File: config.mk
export PLATFORM = sky130hd
export DESIGN_NAME = input_interface
export DESIGN_NICKNAME = d
export VERILOG_FILES = /design/src/rtl/aes_io_pkg.sv /design/src/rtl/aes_byte_shreg.sv /design/src/rtl/input_interface.sv
export SDC_FILE = /design/constraint.sdc
export NUM_CORES = 1
export LEC_CHECK = 0
export ABC_AREA = 1
export CAP_MARGIN = 20
export CORE_MARGIN = 3
export CORE_UTILIZATION = 50
export DETAILED_ROUTE_END_ITERATION = 12
export HOLD_SLACK_MARGIN = 0.03
export PLACE_DENSITY = 0.82
export SYNTH_ARGS = -nofsm -noshare
export SYNTH_HDL_FRONTEND = slang
export SYNTH_SLANG_ARGS = --single-unit
File: constraint.sdc
create_clock -name clk -period 2 [get_ports clk]
set_clock_uncertainty 0.15 [all_clocks]
set_input_delay 0.4 -clock clk [delete_from_list [all_inputs] [get_ports clk]]
set_output_delay 0.4 -clock clk [all_outputs]
set_load 0.02 [all_outputs]
File: src/rtl/aes_io_pkg.sv
// Shared definitions for the AES byte-serial I/O blocks (input_interface, output_interface).
package aes_io_pkg;

  localparam int AES_DATA_W  = 8;
  localparam int AES_BLOCK_W = 128;
  localparam int AES_BYTES   = AES_BLOCK_W / AES_DATA_W;
  localparam int AES_CNT_W   = 4;

  localparam logic [AES_CNT_W-1:0] AES_LAST_CNT = AES_CNT_W'(AES_BYTES - 1);

  typedef enum logic [1:0] {
    S_PT   = 2'd0,
    S_KEY  = 2'd1,
    S_FULL = 2'd2
  } io_state_e;

endpackage : aes_io_pkg

File: src/rtl/aes_byte_shreg.sv
// Block-wide shift register: each enabled cycle shifts left by one byte, new byte enters the LSBs.
module aes_byte_shreg
  import aes_io_pkg::*;
#(
  parameter int DATA_W  = AES_DATA_W,
  parameter int BLOCK_W = AES_BLOCK_W
) (
  input  logic               clk,
  input  logic               rst_n,
  input  logic               shift_en,
  input  logic [DATA_W-1:0]  din,
  output logic [BLOCK_W-1:0] q
);

  // NOTE: this is a datapath register, but it is still reset because a cleared
  // block must be observable after reset; plain storage arrays would not be.
  always_ff @(posedge clk or negedge rst_n) begin
    if (!rst_n) begin
      q <= '0;
    end else if (shift_en) begin
      // NOTE: non-blocking so every flop samples the pre-edge value of q.
      q <= {q[BLOCK_W-DATA_W-1:0], din};
    end
  end

endmodule : aes_byte_shreg

File: src/rtl/input_interface.sv
// Byte-serial AES front end: gathers 16 plaintext + 16 key bytes, hands the block over with valid/ack.
// Optional feature macro: INPUT_KEY_REUSE_EN (adds key_reuse, lets a block skip the key load).
module input_interface
  import aes_io_pkg::*;
#(
  parameter int DATA_W  = AES_DATA_W,
  parameter int BLOCK_W = AES_BLOCK_W
) (
  input  logic               clk,
  input  logic               rst_,
  input  logic [DATA_W-1:0]  data_in,
  input  logic               data_valid,
  output logic               input_ready,
  output logic               byte_drop,
  output logic [BLOCK_W-1:0] plaintext,
  output logic [BLOCK_W-1:0] key,
  output logic               block_valid,
  input  logic               transformer_ack
`ifdef INPUT_KEY_REUSE_EN
  ,
  input  logic               key_reuse
`endif
);

  io_state_e            state, next_state;
  logic [AES_CNT_W-1:0] cnt;
  logic                 accept;
  logic                 last_byte;
  logic                 skip_key;
  logic                 pt_shift, key_shift;

`ifdef INPUT_KEY_REUSE_EN
  assign skip_key = key_reuse;
`else
  assign skip_key = 1'b0;
`endif

  assign accept    = data_valid && input_ready;
  assign last_byte = accept && (cnt == AES_LAST_CNT);

  always_ff @(posedge clk or negedge rst_) begin
    if (!rst_) begin
      state <= S_PT;
    end else begin
      state <= next_state;
    end
  end

  // NOTE: every output of this block gets a default first, so no path leaves
  // a variable unassigned and no latch is inferred.
  always_comb begin
    next_state  = state;
    input_ready = 1'b0;
    block_valid = 1'b0;
    pt_shift    = 1'b0;
    key_shift   = 1'b0;
    unique case (state)
      S_PT: begin
        input_ready = 1'b1;
        pt_shift    = data_valid;
        if (last_byte) next_state = skip_key ? S_FULL : S_KEY;
      end
      S_KEY: begin
        input_ready = 1'b1;
        key_shift   = data_valid;
        if (last_byte) next_state = S_FULL;
      end
      S_FULL: begin
        block_valid = 1'b1;
        if (transformer_ack) next_state = S_PT;
      end
      default: next_state = S_PT;
    endcase
  end

  // The 4-bit counter wraps 15 -> 0 on its own at each section boundary.
  always_ff @(posedge clk or negedge rst_) begin
    if (!rst_) begin
      cnt       <= '0;
      byte_drop <= 1'b0;
    end else begin
      if (accept) cnt <= cnt + 1'b1;
      byte_drop <= data_valid && !input_ready;
    end
  end

  aes_byte_shreg #(.DATA_W(DATA_W), .BLOCK_W(BLOCK_W)) u_pt_reg (
    .clk      (clk),
    .rst_n    (rst_),
    .shift_en (pt_shift),
    .din      (data_in),
    .q        (plaintext)
  );

  aes_byte_shreg #(.DATA_W(DATA_W), .BLOCK_W(BLOCK_W)) u_key_reg (
    .clk      (clk),
    .rst_n    (rst_),
    .shift_en (key_shift),
    .din      (data_in),
    .q        (key)
  );

endmodule : input_interface

## Yosys cells after proc, flatten, opt, wreduce, memory -nomap -nowiden

Cells that the tools add are included.

- Reductions and logical operators: 7
- Muxes and demuxes: 8
- Equality and inequality tests: 6
- Add/sub/neg operators: 1

Operators with widths:

| operator | count |
|---|---|
| two-way mux 2 bit | 3 |
| != test 2 bit, second input constant | 3 |
| case mux 2 bit (3 select lines) | 1 |
| adder 4 x 1 -> 4 bit, second input constant | 1 |
| == test 4 bit, second input constant | 1 |
| two-way mux 1 bit | 4 |
| logical AND 1 bit | 3 |
| AND reduction 3 bit | 1 |
| == test 2 x 1 -> 1 bit, second input constant | 1 |
| == test 2 bit, second input constant | 1 |
| logical NOT 2 bit | 1 |
| OR reduction 2 bit | 1 |
| logical NOT 1 bit | 1 |

- Output and inout port bits: 259
- Word-level logic and storage cells: 27
- Flip-flop bits (word level): 263
- Input port bits: 12

## Depth between registers and ports, before layout

Gate-level depths: netlist of the first run.

- Depth after elaboration: 7
- Depth in mapped cells: 8
- Mapped depth without buffers: 5

## Cells and area by module

A second synthesis of the first run with hierarchy kept.

- Cell total of the unflattened synthesis: 1,117
- Area total of the unflattened synthesis: 10,246.1 µm²

Modules (own cells, without submodules):

| module | area an instance (µm²) | cells an instance | instances | seq. area each (µm²) |
|---|---|---|---|---|
| aes_byte_shreg | 4,959.8 | 541 | 2 | 3,203.1 |
| input_interface | 326.6 | 35 | 1 | 175.2 |

## Worst setup path after synthesis of the first run

OpenSTA, ideal clock, no wires.

- Path type: input port to flip-flop
- From: input data_valid
- To: register u_key_reg.q[107]
- Stages: 8
- Slack: 0.552 ns
- Arrival: 1.181 ns
- Setup time: 0.117 ns
- Data required time: 1.733 ns
- Path buffers: 3
- Cells stage by stage: buf_2 > inv_2 > nor2_4 > nand2_1 > buf_4 > buf_2 > nand2_1 > nand2_1

- Cells in the longest elaborated chain, start to end: 1

Ends and longest elaborated chain:

| element | line | source |
|---|---|---|
| start, declared | input_interface.sv:12 | `input logic data_valid,` |
| two-way mux 1 bit | input_interface.sv:57 | `unique case (state)` |
| end signal, assigned | aes_byte_shreg.sv:22 | `q <= {q[BLOCK_W-DATA_W-1:0], din};` |
| end, declared | aes_byte_shreg.sv:12 | `output logic [BLOCK_W-1:0] q` |

Every way passes these cells.
A chain may end at the register's enable or synchronous reset.

## Worst setup path in the final report of the first run

- From: register state[1]
- To: output input_ready

- Cells in the longest elaborated chain, start to end: 3
- Elaborated cells on any way between the ends: 4
- Those cells by class: eq/ne (1); mux (1); reduce/logical (2)

Ends and longest elaborated chain:

| element | line | source |
|---|---|---|
| start, declared | input_interface.sv:25 | `io_state_e state, next_state;` |
| start signal, assigned | input_interface.sv:45 | `state <= next_state;` |
| == test 2 x 1 -> 1 bit / logical NOT 2 bit (equally long branches) | input_interface.sv:57 |  |
| OR reduction 2 bit (no line) (*) | - |  |
| two-way mux 1 bit (*) | input_interface.sv:57 |  |
| end, declared | input_interface.sv:13 | `output logic input_ready,` |

Mark *: on every way between the ends. The rest lies on a longest branch, timed or not.

==> flow_metrics.py, run 1 <==
metrics = {
    "final_layout": {
        "final_common_cell": "nand2_1",
        "n_fill_cell": 1588,
        "final_core_util": 0.6946,
        "drive_gt1_frac": 0.05308,
        "design_area_um2": 13740,
        "area_growth_pct": 34.39,
        "final_cell_mix": "nand2_1, dfrtp_1, dlygate4sd2_1",
        "antennaDiodeCount": 0,
        "layout.nets": 1406,
    },
    "worst_hold_path": {
        "hold_class": "in -> reg",
        "min_path_cells": 5,
        "hold_end": "cnt[1]",
        "holdCritStartpoint": "data_valid",
    },
    "floorplan": {
        "num_rows": 51,
        "fp.dieH_um": 149,
        "ios": 271,
        "die-area_um2": 22200,
        "die_x_um": 149,
        "initial_core_util": 0.5169,
        "core_um2": 19780,
    },
    "clock_network": {
        "cts_num_sinks": 263,
        "cts_root_buffer": "clkbuf_16",
        "cts_buffer_depth": 3,
        "cts_max_level": 1,
        "clk-insertion-delay-late_ns": 0.51,
        "cts_tree": "built",
        "clk_transition_reported_paths_ns": 0.06,
        "cts-buffers-inserted": 27,
    },
    "yosys": {
        "yosysWarnings": 0,
        "synth-simple-area-share": 0.3097,
        "synth_top_family_by_area": "simple AND/OR/NAND/NOR gates",
        "ys_seq_area_frac": 0.6437,
        "syn-cell-area_um2": 10220,
        "synthAdderAreaFrac": 0.001224,
        "synth_edf_count": 0,
        "async_flop_share": 1.000,
        "synth_fp_nets": 1154,
        "syn-instance-count": 1141,
        "synth_compound_area_frac": 0.001958,
        "syn_area_per_cell_um2": 8.961,
        "synthXorXnorAreaFrac": 0.0008566,
        "synth_flop_cell": "dfrtp_1",
        "synth_mux_area_frac": 0,
        "ys_seq_elements": 263,
        "synth_cell_types": 18,
    },
    "global_route": {
        "grt_util_met3": 0.05196,
        "grt_pass1_vias": 8378,
        "grt_util_met2": 0.3981,
        "grt_antenna_before_repair": 0,
        "grt_usage": 0.2385,
        "grt_max_degree": 129,
        "gr-usage-met1": 0.3146,
        "grt_overflow": 0,
        "grt_pass1_wl_um": 43550,
        "busiest_layer": "met2",
    },
    "timing": {
        "rsz0062_at_grt": "no",
        "hold_viol": 0,
        "period_needed_ns": 1.861,
        "fin_hold_ws_ns": 0.1873,
        "final_max_slew_viol_count": 0,
        "worstMarginPinSlew_ns": 0.5417,
        "timing.fmax_ghz": 0.5373,
        "maxSlewHeadroom": 0.6389,
        "final.setup.tns_ns": 0,
        "min_period_over_period": 0.9306,
        "setup_viol": 0,
    },
    "drt": {
        "wirelength_um": 26600,
        "dr_total_vias": 8477,
        "viasPerCell": 5.052,
        "drcViolationCount": 0,
        "drt_iter0_markers": 506,
        "wire_per_inst_um": 15.85,
        "first_pass_iters": 5,
        "ant_nets": 0,
    },
    "worst_setup_path": {
        "crit_arrival_ns": 1.31,
        "cp_max_fo": 4,
        "rrSetupSlack_ns": 0.39,
        "worst_ep_required_time_ns": 1.45,
        "end_kind": "primary output",
        "setup.worst_path.start_class": "register",
        "reg2regPathDepth": 6,
        "crit_type": "reg -> out",
        "reg2reg_from": "state[0]",
        "r2r-end": "u_pt_reg.q[35]",
    },
    "power": {
        "powerDensity_nw_per_um2": 1750,
        "p_comb_frac": 0.409,
        "p_sw_mw": 10.21,
        "p_total_mw": 24.05,
        "seqPwrFrac": 0.387,
        "intPower_mw": 13.84,
        "p_leak_nw": 8.291,
        "switching_share": 0.4245,
        "irDropWorstVdd_mv": 0.9954,
        "pwr-share-clk": 0.204,
    },
    "job": {
        "drv_cap": 0,
    },
    "place": {
        "gp_congestion": 0.8011,
        "hpwl_um": 17330,
        "placed_area_um2": 13180,
        "io_buffers": 270,
    },
    "outcome": {
        "status": "finished clean",
    },
}
state kept, by name, indices dropped and copies added, names as in the netlist:
name and count:
state 2, byte_drop 1, u_pt_reg.q 128, cnt 4, u_key_reg.q 128
kinds of logic (layout without fill, tap and decap cells):
| logic type | count (synthesis) | in the layout |
|---|---|---|
| AND/OR/NAND/NOR | 795 | 795 |
| flip-flops | 263 | 263 |
| buffers and inverters | 78 | 350 |
| AO/OA/AOI/OAI | 3 | 3 |
| adder cells (fa/ha/maj) | 1 | 1 |
| XOR/XNOR | 1 | 1 |
cell usage after synthesis (2+ instances only):
| cell type | count | area, µm² |
|---|---|---|
| nand2_1 | 655 | 2459 |
| buf_6 | 10 | 112.6 |
| buf_2 | 42 | 210.2 |
| dfrtp_1 | 263 | 6581 |
| clkbuf_1 | 14 | 52.55 |
| nor2_1 | 4 | 15.01 |
| nand3b_1 | 2 | 15.01 |
| inv_1 | 5 | 18.77 |
| o21bai_1 | 2 | 15.01 |
| buf_4 | 4 | 30.03 |
| inv_2 | 2 | 7.510 |
| nand3_1 | 132 | 660.6 |
worst max-delay path: stages, from the launching register on:
cell and delay (ns):
dfrtp_1 0.39, inv_2 0.08, dlygate4sd2_1 0.34
worst max path at each step:
stage / from / end / slack (ns) / depth (start not counted)
after floorplan: data_valid / u_key_reg.q[107] / 0.55 / 8
after global placement: state[1] / block_valid / 0.32 / 3
after detailed placement: state[1] / block_valid / 0.31 / 3
after CTS: byte_drop / byte_drop / 0.004 / 1
after global routing: state[1] / input_ready / 0.08 / 2
final: state[1] / input_ready / 0.14 / 2
through the flow:
stage	setup slack, ns	cells
floorplan	0.5521	1141
global placement	0.3189	1628
detailed placement	0.3116	1628
CTS	0.004042	1678
global route	0.07849	1678
finish	0.1388	1678
power by group through the flow:
stage / Clock [mW] / Sequential (mW) / Combinational [mW]
2_1_floorplan: 0 / 11.7 / 3.20
3_3_place_gp: 0 / 9.35 / 11.2
3_5_place_dp: 0 / 9.43 / 11.4
4_1_cts: 4.98 / 9.32 / 9.96
5_1_grt: 5.23 / 9.63 / 10.7
6_report: 4.89 / 9.32 / 9.84
cell type report:
cell class	count	area, µm²	share of cell area
flip-flops and latches	263	6581	0.4790
clock buffers	42	812.0	0.05910
multi-input cells	800	3236	0.2355
well taps	265	331.6	0.02413
inverters	7	26.28	0.001912
clock inverters	7	65.06	0.004735
repair buffers	294	2689	0.1957
repair_timing:
| item | 4_1_cts | 5_1_grt |
|---|---|---|
| setup endpoints to repair | 258 | 2 |
| buffers inserted | 0 | 0 |
| hold endpoints to repair | 195 | 0 |
| resized for setup | 258 | 3 |
| hold buffers | 1 | 0 |
metal layers:
| layer | part of all wire | up-vias |
|---|---|---|
| li1 | - | 4051 |
| met1 | 0.40 | 4074 |
| met2 | 0.49 | 292 |
| met3 | 0.069 | 60 |
| met4 | 0.034 | 0 |
| met5 | 0 | - |
No activity file was read; power rests on OpenSTA's default activity.
==> inputs of run 2 (changes only) <==
Settings changed: CORE_UTILIZATION 50 to 30, CTS_CLUSTER_SIZE from default to 20, PLACE_DENSITY 0.82 to default, TNS_END_PERCENT from default to 20.
==> run 2 against run 1 <==
Effect of this change:
- worst setup slack worse by 0.048 ns
- largest cell class unchanged
- die area increased by 64%
- critical endpoint unchanged
- hold slack lost 0.022 ns
- non-clock buffer count grew 15
- highest routed layer unchanged
==> flow_metrics.py, run 2 (synthesis results as in run 1) <==
metrics = {
    "final_layout": {
        "drive_gt1_frac": 0.06158,
        "n_fill_cell": 3358,
        "layout.nets": 1422,
        "design_area_um2": 14050,
        "final_cell_mix": "nand2_1, dfrtp_1, dlygate4sd2_1",
        "area_growth_pct": 37.43,
        "top_regs": "u_key_reg.q: 128 flops, u_pt_reg.q: 128 flops, cnt: 4 flops",
        "antennaDiodeCount": 0,
        "fin_cells": 1871,
        "final_common_cell": "nand2_1",
    },
    "floorplan": {
        "num_rows": 66,
        "initial_core_util": 0.3095,
        "fp.dieH_um": 190.6,
        "ios": 271,
        "core_um2": 33030,
        "die_x_um": 190.6,
        "die-area_um2": 36330,
    },
    "clock_network": {
        "clk-insertion-delay-late_ns": 0.55,
        "cts_buffer_depth": 3,
        "cts_root_buffer": "clkbuf_16",
        "cts_max_level": 1,
        "cts_tree": "built",
        "clk_transition_reported_paths_ns": 0.06,
        "cts-buffers-inserted": 28,
        "cts_num_sinks": 263,
        "postCtsSetupBuffers": 0,
    },
    "job": {
        "drv_cap": 0,
    },
    "worst_setup_path": {
        "crit_arrival_ns": 1.36,
        "cp_max_fo": 4,
        "end_kind": "primary output",
        "crit_type": "reg -> out",
        "worst_ep_required_time_ns": 1.45,
        "setup.worst_path.start_class": "register",
    },
    "place": {
        "placed_area_um2": 13520,
        "dp_cells": 1820,
        "io_buffers": 270,
        "gp_congestion": 0.7583,
        "hpwl_um": 19230,
    },
    "global_route": {
        "grt_antenna_before_repair": 0,
        "grt_pass1_vias": 8094,
        "grt_usage": 0.1571,
        "grt_pass1_wl_um": 46710,
        "grt_max_degree": 129,
        "grt_overflow": 0,
    },
    "outcome": {
        "status": "finished clean",
    },
    "drt": {
        "first_pass_iters": 4,
        "wire_per_inst_um": 15.39,
        "wirelength_um": 28790,
        "viasPerCell": 4.437,
        "drcViolationCount": 0,
        "ant_nets": 0,
        "drt_iter0_markers": 570,
        "dr_total_vias": 8301,
    },
    "power": {
        "irDropWorstVdd_mv": 0.8312,
        "powerDensity_nw_per_um2": 1708,
        "p_leak_nw": 8.324,
        "p_total_mw": 24.00,
    },
    "worst_hold_path": {
        "hold_class": "in -> reg",
    },
    "timing": {
        "timing.fmax_ghz": 0.5238,
        "hold_viol": 0,
        "final.setup.tns_ns": 0,
        "fin_hold_ws_ns": 0.1656,
        "min_period_over_period": 0.9546,
        "setup_viol": 0,
        "final_max_slew_viol_count": 0,
        "worstMarginPinSlew_ns": 0.5564,
        "maxSlewHeadroom": 0.6291,
        "period_needed_ns": 1.909,
        "rsz0062_at_grt": "no",
    },
}
-- run 2: routing by layer --
metal,track usage,vias up,wire [µm]
met1,0.2142,3949,12390
met2,0.2530,213,13860
met4,0.04403,0,782
li1,-,4099,-
met3,0.03548,40,1758
met5,0,-,0
-- run 2: worst paths after layout --
path                       slack [ns]       startpoint               end  cells past startpoint
hold reg to reg                  0.32  u_pt_reg.q[124]   u_pt_reg.q[124]                      2
max in group asynchronous        0.82             rst_  u_key_reg.q[112]                      3
setup reg to reg                 0.29         state[0]    u_pt_reg.q[92]                      5
min in group asynchronous        0.25             rst_   u_key_reg.q[37]                      2
setup / recovery                 0.09         state[1]       input_ready                      2
hold / removal                   0.17       data_valid            cnt[1]                      5
-- run 2: worst max-delay path, stage by stage (launching register included) --
cell           delay (ns)
dfrtp_1              0.38
inv_2                0.09
dlygate4sd2_1        0.35
-- run 2: cell type report --
cell class                 count  area (µm²)  area share
sequential                   263        6581      0.4683
multi-input combinational    800        3238      0.2304
timing repair buffer         309        2816      0.2004
clock buffer                  41       769.5     0.05476
tap                          442       553.0     0.03936
clock inverter                 9       67.56    0.004808
inverter                       7       26.28    0.001870
-- run 2: stage by stage --
step,setup slack (ns),utilization
CTS,0.05091,0.4254
global placement,0.2382,0.4094
floorplan,0.5521,-
finish,0.09089,0.4254
detailed placement,0.2428,0.4094
global route,0.01871,0.4254
-- run 2: power by group --
part / internal, mW / switching (mW)
combinational: 3.44 / 6.42
clock: 2.67 / 2.10
sequential: 7.54 / 1.83
-- run 2: what timing repair did --
| item | in CTS | in global routing |
|---|---|---|
| hold endpoints to repair | 46 | 0 |
| endpoints found under the setup margin | 259 | 0 |
| hold buffers | 1 | 0 |
| gates resized for setup | 262 | 0 |
==> RTL edit, RTL diff (flow settings as in run 2) <==
Re-encode `io_state_e` (3 states) as one-hot, 3 bits wide.
--- a/src/rtl/aes_io_pkg.sv
+++ b/src/rtl/aes_io_pkg.sv
@@ -8,10 +8,10 @@
 
   localparam logic [AES_CNT_W-1:0] AES_LAST_CNT = AES_CNT_W'(AES_BYTES - 1);
 
-  typedef enum logic [1:0] {
-    S_PT   = 2'd0,
-    S_KEY  = 2'd1,
-    S_FULL = 2'd2
+  typedef enum logic [2:0] {
+    S_PT   = 3'b001,
+    S_KEY  = 3'b010,
+    S_FULL = 3'b100
   } io_state_e;
 
 endpackage : aes_io_pkg
Behaviour: same outputs for any inputs over 10 cycles, from zero or initial values and one cycle with rst_ low; not proved beyond that.
==> RTL edit against run 2 <==
Design area grew 1.6%. Synthesized area fell by 0.49%. Clock power increased by 12%. Setup slack worse by 0.098 ns. Power is 23% lower. Wire length shrank 3.8%. The run now ends with negative setup slack left. Sequential cell count rose by 1. Highest routed layer unchanged. Largest cell class unchanged. First-iteration DRC count fell by 26%. Combinational power decreased by 44%.
==> RTL edit: results (changes against run 2) <==
status=finished, violations left; failing checks=negative setup slack; Max Root-Sink Buffers=3 (unchanged); RR Endpoint=u_key_reg.q[71]; Worst Reg-to-Reg Cells=9 (+4); clock latency on the worst-skew pair=0.54 ns; Ys Warns=0 (unchanged); initial antenna violation count=0 (unchanged); share of cells above drive strength 1=11.3% (+5.1 points); Syn Nets=1067 (-7.5%); detailed placement HPWL=19800 um (+2.8%); CP Data Arrival Time=1.46 ns (+0.10 ns); worst r2r src=state[0]; violation count after the first detailed-route iteration=424 (-26%); setup TNS=-0.00719 ns (-0.00719 ns); Reg clk slew, reported paths=0.06 ns (about the same); Post-synth top cells=nand2_1 (470), dfrtp_1 (263), inv_1 (85); Synth area leaders=dfrtp_1 (65%), nand2_1 (17%), o21ai_2 (3.9%); Hold Vio Cnt, Final=0 (unchanged); cell family contributing the most delay on the critical path=flip-flops; Worst Setup Slack, final=-0.00719 ns (-0.0981 ns); Top FF cell, synth=dfrtp_1; reg2reg setup slack=0.15 ns (-0.14 ns); Worst path slowest cell=dfstp_2; clk root buf=clkbuf_16; Port Buffer Count=270 (unchanged); drt first pass iters=5 (+1); Lkg Pwr=7.82 nW (-6.0%); GPL Wtd Cong=0.804 (+6.1%); Diodes inserted=0 (unchanged); filler cell count=3256 (-3.0%); Worst-Margin Slew=0.522 ns (-0.0340 ns); async set or reset register ratio after synthesis=100% (unchanged); number of library cell types mapped by synthesis=20 (+2); final setup violating endpoints=1 (+1); IR drop worst, VDD=0.637 mV (-23%); crit-path max FO=5 (+1); Largest regs=u_key_reg.q x128, u_pt_reg.q x128, cnt x4; Nets=1361 (-4.3%); vias in the first global route=7945 (-1.8%); H-tree depth=1 (unchanged); final wirelength=27700 um (-3.8%); CTS buffer count=30 (+7.1%); global-route wire length before repair=44700 um (-4.4%); largest net degree at the start of global routing=88 (-32%); hold crit path type=input pin to asynchronous set/reset pin; Vias/cell=4.34 (-2.3%); GRT Total Usage=15.2% (-0.54 points); Overflow after GRT=0 (unchanged); max incr delay on CP=0.59 ns (+0.21 ns); Seq/Total Area, Yosys=64.9% (+0.57 points)
## RTL edit: cell types whose count changed after synthesis, sizes merged
cell / before / now
clkbuf: 14 / 0
nand2: 655 / 471
xnor2: 0 / 2
nand3: 132 / 5
buf: 57 / 56
dfstp: 0 / 1
nor3: 0 / 1
xor2: 1 / 0
nand3b: 2 / 0
nor2: 6 / 2
o21ai: 1 / 160
o21bai: 2 / 0
nand4: 0 / 3
inv: 7 / 89
## RTL edit: layout make-up
class	instances	area [um2]	share of cell area (%)
clock inverters	7	65.1	0.456
multi-input cells	645	2860	20.1
inverters	89	337	2.36
well taps	442	553	3.87
repair buffers	318	2940	20.6
flip-flops and latches	264	6610	46.3
clock buffers	44	905	6.34
## RTL edit: cells by family after synthesis
family / after synthesis / synth area share (%)
simple gates: 482 / 18.0
flops: 264 / 64.9
compound gates: 160 / 9.53
buf+inv: 145 / 7.21
xor+xnor: 2 / 0.172
fa+ha+maj: 1 / 0.123
## RTL edit: metrics by stage
step           power, mW  worst slack (ns)  area, um2  hold slack, ns  cells
5_1_grt             19.7           -0.0675      14300          0.0876   1809
3_5_place_dp        14.3          -0.00658      13600          0.0496   1752
6_report            18.5          -0.00719      14300          0.0935   1809
2_1_floorplan       10.6             0.525      10200         -0.0456   1054
4_1_cts             18.8            -0.107      14200          0.0715   1804
3_3_place_gp        14.2            0.0270      13600          0.0507   1752
## RTL edit: how the worst max path moves through the flow
stage | start | to | slack (ns) | cells past startpoint
after floorplan | state[0] | cnt[1] | 0.53 | 7
after CTS | state[0] | input_ready | -0.11 | 3
after detailed placement | data_valid | u_key_reg.q[1] | -0.007 | 7
final | state[0] | input_ready | -0.007 | 3
after global routing | state[0] | input_ready | -0.07 | 3
after global placement | data_valid | u_key_reg.q[32] | 0.03 | 7
## RTL edit: worst reg2reg max path, stage by stage, from the launching register on
cell and delay (ns):
dfstp_2 0.59, inv_2 0.06, nand3_2 0.07, buf_4 0.10, buf_4 0.12, inv_2 0.06, nand2_4 0.17, buf_4 0.30
nand2_1 0.10, o21ai_2 0.06
## RTL edit: what timing repair did
action	4_1_cts	5_1_grt
pin swaps	0	3
buffers inserted	0	5
setup endpoints to repair	259	2
endpoints found under the hold margin	263	0
hold buffers	1	0
gates resized for setup	267	10
## RTL edit: layer usage
metal / wire (um) / up-vias / track usage (%)
met2: 13300 / 197 / 25.4
met3: 1520 / 50 / 3.11
li1: - / 3862 / -
met4: 813 / 0 / 4.40
met1: 12100 / 3735 / 20.0
met5: 0 / - / 0
## RTL edit: where the power goes
part | internal (mW) | leakage (nW) | switching, mW
Combinational | 1.98 | 3.92 | 3.54
Clock | 3.22 | 0.476 | 2.11
Sequential | 6.66 | 3.43 | 1.02
